==> config.mk <==
export PLATFORM = sky130hd
export DESIGN_NAME = simple_adder
export DESIGN_NICKNAME = d
export VERILOG_FILES = /design/src/rtl/simple_adder_pkg.sv /design/src/rtl/simple_adder_fa.sv /design/src/rtl/simple_adder.sv
export SDC_FILE = /design/constraint.sdc
export NUM_CORES = 1
export LEC_CHECK = 0
export ABC_AREA = 1
export CORE_AREA = 10 10 47 49
export CTS_BUF_LIST = sky130_fd_sc_hd__clkbuf_8
export CTS_CLUSTER_DIAMETER = 30
export DETAILED_ROUTE_END_ITERATION = 16
export DIE_AREA = 0 0 57 59
export PLACE_DENSITY = 0.7
export SYNTH_ARGS = -nofsm -noshare
export SYNTH_HDL_FRONTEND = slang
export SYNTH_SLANG_ARGS = --single-unit
==> constraint.sdc <==
create_clock -name clk -period 0.8 [get_ports clk]
set_input_delay 0.16 -clock clk [delete_from_list [all_inputs] [get_ports clk]]
set_output_delay 0.16 -clock clk [all_outputs]
set_load 0.01 [all_outputs]
==> src/rtl/simple_adder_pkg.sv <==
`timescale 1ns/1ps
// simple_adder_pkg: shared widths and types for the registered adder.
// sum_width() gives the carry-extended result width.
package simple_adder_pkg;

  localparam int DEFAULT_WIDTH = 8;

  typedef logic [DEFAULT_WIDTH-1:0] opnd_t;
  typedef logic [DEFAULT_WIDTH:0]   res_t;

  function automatic int sum_width(input int w);
    return w + 1;
  endfunction

endpackage

==> src/rtl/simple_adder_fa.sv <==
`timescale 1ns/1ps
// simple_adder_fa: one-bit full adder cell.
// Kept as its own module so the netlist shows per-bit structure.
module simple_adder_fa (
  input  logic a_i,
  input  logic b_i,
  input  logic cin_i,
  output logic s_o,
  output logic cout_o
);

  assign s_o    = a_i ^ b_i ^ cin_i;
  assign cout_o = (a_i & b_i) | (cin_i & (a_i ^ b_i));

endmodule

==> src/rtl/simple_adder.sv <==
`timescale 1ns/1ps
// simple_adder: registered unsigned ripple-carry adder, out = {carry, sum}.
// Define SIMPLE_ADDER_INREG_EN to also register in1/in2 (latency 2).
module simple_adder
  import simple_adder_pkg::*;
#(
  parameter int WIDTH = DEFAULT_WIDTH
) (
  input  logic                        clk,
  input  logic                        rst,
  input  logic [WIDTH-1:0]            in1,
  input  logic [WIDTH-1:0]            in2,
  output logic [sum_width(WIDTH)-1:0] out
);

  localparam int SW = sum_width(WIDTH);

  logic [WIDTH-1:0] a;
  logic [WIDTH-1:0] b;

`ifdef SIMPLE_ADDER_INREG_EN
  logic [WIDTH-1:0] a_q;
  logic [WIDTH-1:0] b_q;

  // Operand stage: capture both operands ahead of the carry chain.
  always_ff @(posedge clk or posedge rst) begin
    if (rst) begin
      a_q <= '0;
      b_q <= '0;
    end else begin
      a_q <= in1;
      b_q <= in2;
    end
  end

  assign a = a_q;
  assign b = b_q;
`else
  assign a = in1;
  assign b = in2;
`endif

  logic [WIDTH:0]   c;
  logic [WIDTH-1:0] s;
  logic [SW-1:0]    out_d;
  logic [SW-1:0]    out_q;

  assign c[0] = 1'b0;

  for (genvar i = 0; i < WIDTH; i++) begin : g_fa
    simple_adder_fa u_fa (
      .a_i   (a[i]),
      .b_i   (b[i]),
      .cin_i (c[i]),
      .s_o   (s[i]),
      .cout_o(c[i+1])
    );
  end

  assign out_d = {c[WIDTH], s};

  // Result stage: sample the chain every edge, cleared at once by rst.
  always_ff @(posedge clk or posedge rst) begin
    if (rst) begin
      out_q <= '0;
    end else begin
      out_q <= out_d;
    end
  end

  assign out = out_q;

endmodule

# == Yosys cells after proc, flatten, opt, wreduce, memory -nomap -nowiden ==
# Index checks and enable logic that the tools add are counted.
# op_classes
bitwise_logic,37
# ops
op,count
AND 1 bit,15
bitwise XOR 1 bit,15
OR 1 bit,7
# totals
in_bits,18
output_inout_bits,9
reg_bits,9
wordCells,38

# == Logic depth before layout (Yosys ltp) ==
# depth
ltp_word,15
ltp_mapped,10

# == Modules after synthesis ==
# A second synthesis with hierarchy kept.
# hier_totals
cells_unflattened,19
area_unflattened_um2,392.9
# modules_own_cells
module,instances,cells_each,area_per_inst_um2
simple_adder,1,11,232.7
simple_adder_fa,8,1,20.0

# == Worst setup path before layout ==
# No wires, ideal clock.
# synth_timing
path_type,input-to-reg
from,input port in1[0]
to,"register out_q[7], in the netlist out[7]"
slack_ns,-2.366
stages,10
path_buffers,0
arrival_time_ns,3.102
cell_sequence,ha_1 > fa_1 > fa_1 > fa_1 > fa_1 > fa_1 > fa_1 > inv_1 > fa_1 > inv_1
# synth_via
elab_chain_len,14
# synth_rtl
item,line,text
"start, declared",simple_adder.sv:11,"input logic [WIDTH-1:0] in1,"
AND 1 bit (2 in a row),simple_adder_fa.sv:13,assign cout_o = (a_i & b_i) | (cin_i & (a_i ^ b_i));
OR 1 bit,simple_adder_fa.sv:13,
AND 1 bit,simple_adder_fa.sv:13,
OR 1 bit,simple_adder_fa.sv:13,
AND 1 bit,simple_adder_fa.sv:13,
OR 1 bit,simple_adder_fa.sv:13,
AND 1 bit,simple_adder_fa.sv:13,
OR 1 bit,simple_adder_fa.sv:13,
AND 1 bit,simple_adder_fa.sv:13,
OR 1 bit,simple_adder_fa.sv:13,
AND 1 bit,simple_adder_fa.sv:13,
OR 1 bit,simple_adder_fa.sv:13,
bitwise XOR 1 bit,simple_adder_fa.sv:12,assign s_o = a_i ^ b_i ^ cin_i;
net g_fa[7].u_fa.s_o,simple_adder_fa.sv:8,"output logic s_o,"
"end signal, assigned",simple_adder.sv:67,out_q <= out_d;
"end, declared",simple_adder.sv:46,logic [SW-1:0] out_q;
# The timed path passes the listed nets, and every way through them passes these cells.

# == Final worst setup path ==
# layout_timing
from,input port in2[0]
to,"register out_q[7], in the netlist out[7]"
# layout_via
elab_chain_len,14
# layout_rtl
item,line,text
"start, declared",simple_adder.sv:12,"input logic [WIDTH-1:0] in2,"
AND 1 bit (2 in a row),simple_adder_fa.sv:13,
OR 1 bit,simple_adder_fa.sv:13,
AND 1 bit,simple_adder_fa.sv:13,
OR 1 bit,simple_adder_fa.sv:13,
AND 1 bit,simple_adder_fa.sv:13,
OR 1 bit,simple_adder_fa.sv:13,
AND 1 bit,simple_adder_fa.sv:13,
OR 1 bit,simple_adder_fa.sv:13,
AND 1 bit,simple_adder_fa.sv:13,
OR 1 bit,simple_adder_fa.sv:13,
AND 1 bit,simple_adder_fa.sv:13,
OR 1 bit,simple_adder_fa.sv:13,
bitwise XOR 1 bit,simple_adder_fa.sv:12,
net g_fa[7].u_fa.s_o,simple_adder_fa.sv:8,
# The timed path passes the listed nets, and every way through them passes these cells.

==> results.md <==
* Full die area at 3360 um^2
* Fillers at 144
* Tmin final at 2.84 ns
* Cell variety after synth at 4
* Int Pwr at 0.00108 W
* Worst path slowest cell: fa_2
* Share of layout cells above drive strength 1 at 49.1%
* Fraction of registers with async set/reset at 100%
* Post-CTS Hold Buffers at 0
* Finished Layout Cells at 69
* Largest stage delay, worst path at 0.42 ns
* Max Cap Violations at 0
* Crit end category: flop
* CTS max path bufs at 2
* Post-synth EDFFs at 0
* Clock group share of total power at 35.0%
* Top-count cell post-synth: dfrtp_1
* Mapped Area at 400 um^2
* Mean Syn Cell Area at 17.4 um^2
* GRT Residual Overflow at 0
* Root buffer cell: clkbuf_8
* Hold Crit Class: input port to flop
* Die H at 59 um
* Area delta synth->final at 83.1%
* H-tree depth at 1
* Input/output buffers at 26
* Number of synthesis warnings at 0
* Setup crit start kind: input port
* Drt drc at 0
* Routability Congestion at 0.660
* Syn_nets at 49
* Initial antenna violation count at 0
* Io pins at 27
* Worst EP required at 0.97 ns
* WL final at 1030 um
* Sw Ratio at 24.4%
* Fin util at 52.3%
* Post-synth top area cell: dfrtp_1
* Leakage at 0.330 nW
* Vias per cell at 4.16
* Final period util at 355%
* Cells after DPL at 65
* Relative slew slack at 78.2%
* Worst-Margin Slew at 0.326 ns
* Via Count at 287
* Drt pass-1 iters at 1
* Unrepaired setup endpoints after global routing: yes
* Max IR drop VDD at 0.000993 V
* Run status: finished, violations left
* Core box area at 1400 um^2
* Final Cell Area at 733 um^2
* Net Switching at 0.000348 W
* Mapped Cells at 23
* Flop pwr share at 38.9%
* Synth Register Bits at 9
* GR Util met2 at 9.15%
* Sequential share of the synthesized area at 56.3%
* WS Path Type: input port to flop
* Global-route wire length before repair at 1710 um
* Die X at 57 um
* GR Layer Usage met1 at 7.37%
* CTS tree: done
* Ant. Diodes at 0
* Detailed Route Iter0 Violations at 0
* Synth top area share at 56.3%
* Largest register FFs at 9
* GRT Max-Usage Layer: met2
* Num Clock Sinks at 9
* Largest cells by area after synthesis: dfrtp_1 56%, fa_1 35%, inv_1 5.6%
* Predominant post-synthesis flop cell: dfrtp_1
* Fin nets at 80
* Comb pwr share at 26.0%
* Final TNS setup at -9.42 ns
* Final Hold Vio Count at 0
* TritonCTS buffer count at 3
* Routed len/inst at 14.9 um
* Critical Path Most Common Cell: fa_2
* Finish-stage setup viols at 16
* Post-route ant nets at 0
* Clock slew at reported path FFs at 0.04 ns
* Crit-path max FO at 1
* Largest net degree at the start of global routing at 10
* Failing checks: setup timing
* DP Worst Slack at -2.68 ns
* GRT Util Overall at 7.00%
* WHS Path Cells at 2
* Fmax at 0.352 GHz
* Crit path cell chain: buf_6 > ha_4 > fa_2 > fa_2 > fa_2 > fa_2 > fa_2 > fa_2 > inv_2 > fa_2 > inv_2
* GRT met3 Usage at 4.94%
* Worst EP arrival at 3.01 ns
* Vias in the first global route at 362
* Starting Density at 28.6%
* Synth top cells by count: 9 x dfrtp_1, 7 x fa_1, 6 x inv_1, 1 x ha_1
* # rows at 14
* Post-DP Area at 711 um^2
* Count of pins over their slew limit at 0
* Power per Cell Area at 1950 nW/um^2
* Setup ws final at -2.04 ns
## cells in the final DEF (no fill, tap or decap)
master           count
clkdlybuf4s50_1     13
inv_1                4
buf_6                6
dfrtp_1              9
clkbuf_2             1
inv_2                3
clkbuf_8             3
buf_2                5
clkdlybuf4s15_1      1
ha_4                 1
fa_2                 7
## logic make-up (layout without fill, tap and decap cells)
logic type,after synthesis,count (layout),synth area share [%]
adder cells (fa/ha/maj),8,8,38.1
buffers and inverters,6,36,5.62
flip-flops,9,9,56.3
## cell type report
class,instances,area (um^2),share of cell area (%)
Tap cell,16,20.0,2.73
Inverter,6,22.5,3.07
Multi-Input combinational cell,8,183,24.9
Sequential cell,9,225,30.7
Timing Repair Buffer,26,238,32.4
Clock buffer,3,41.3,5.63
Clock inverter,1,3.75,0.512
## per-stage QoR
stage / power, W / hold slack, ns
6_report: 0.00143 / 0.142
5_1_grt: 0.00152 / 0.146
4_1_cts: 0.00143 / 0.142
3_5_place_dp: 0.000985 / 0.441
3_3_place_gp: 0.000967 / 0.437
2_1_floorplan: 0.000683 / -0.0121
## routing by layer
metal / share of wire (%) / vias to the layer above
li1: - / 123
met1: 44 / 129
met2: 36 / 30
met3: 17 / 5
met4: 3.6 / 0
met5: 0 / -
## critical path, delay by kind of cell
kind / cells / cell delay [ns]
fa+ha+maj: 8 / 2.65
buf+inv: 3 / 0.21
## timing repair
action	CTS	global route
resized for setup	50	7
pin swaps	8	7
cloned	0	0
endpoints found under the setup margin	17	17
buffers inserted	0	0
## final timing paths
| check | from | end |
|---|---|---|
| hold / removal | in1[0] | out[0] |
| max in group asynchronous | rst | out[0] |
| setup / recovery | in2[0] | out[7] |
| min in group asynchronous | rst | out[2] |
## power groups by stage
stage	clock network [W]	registers (W)	logic [W]
after detailed placement	0	0.000558	0.000426
after global routing	0.000539	0.000562	0.000420
after global placement	0	0.000556	0.000411
final	0.000499	0.000555	0.000371
after CTS	0.000516	0.000551	0.000368
after floorplan	0	0.000603	0.0000801
Note: power is estimated with default switching activity, not from simulation.
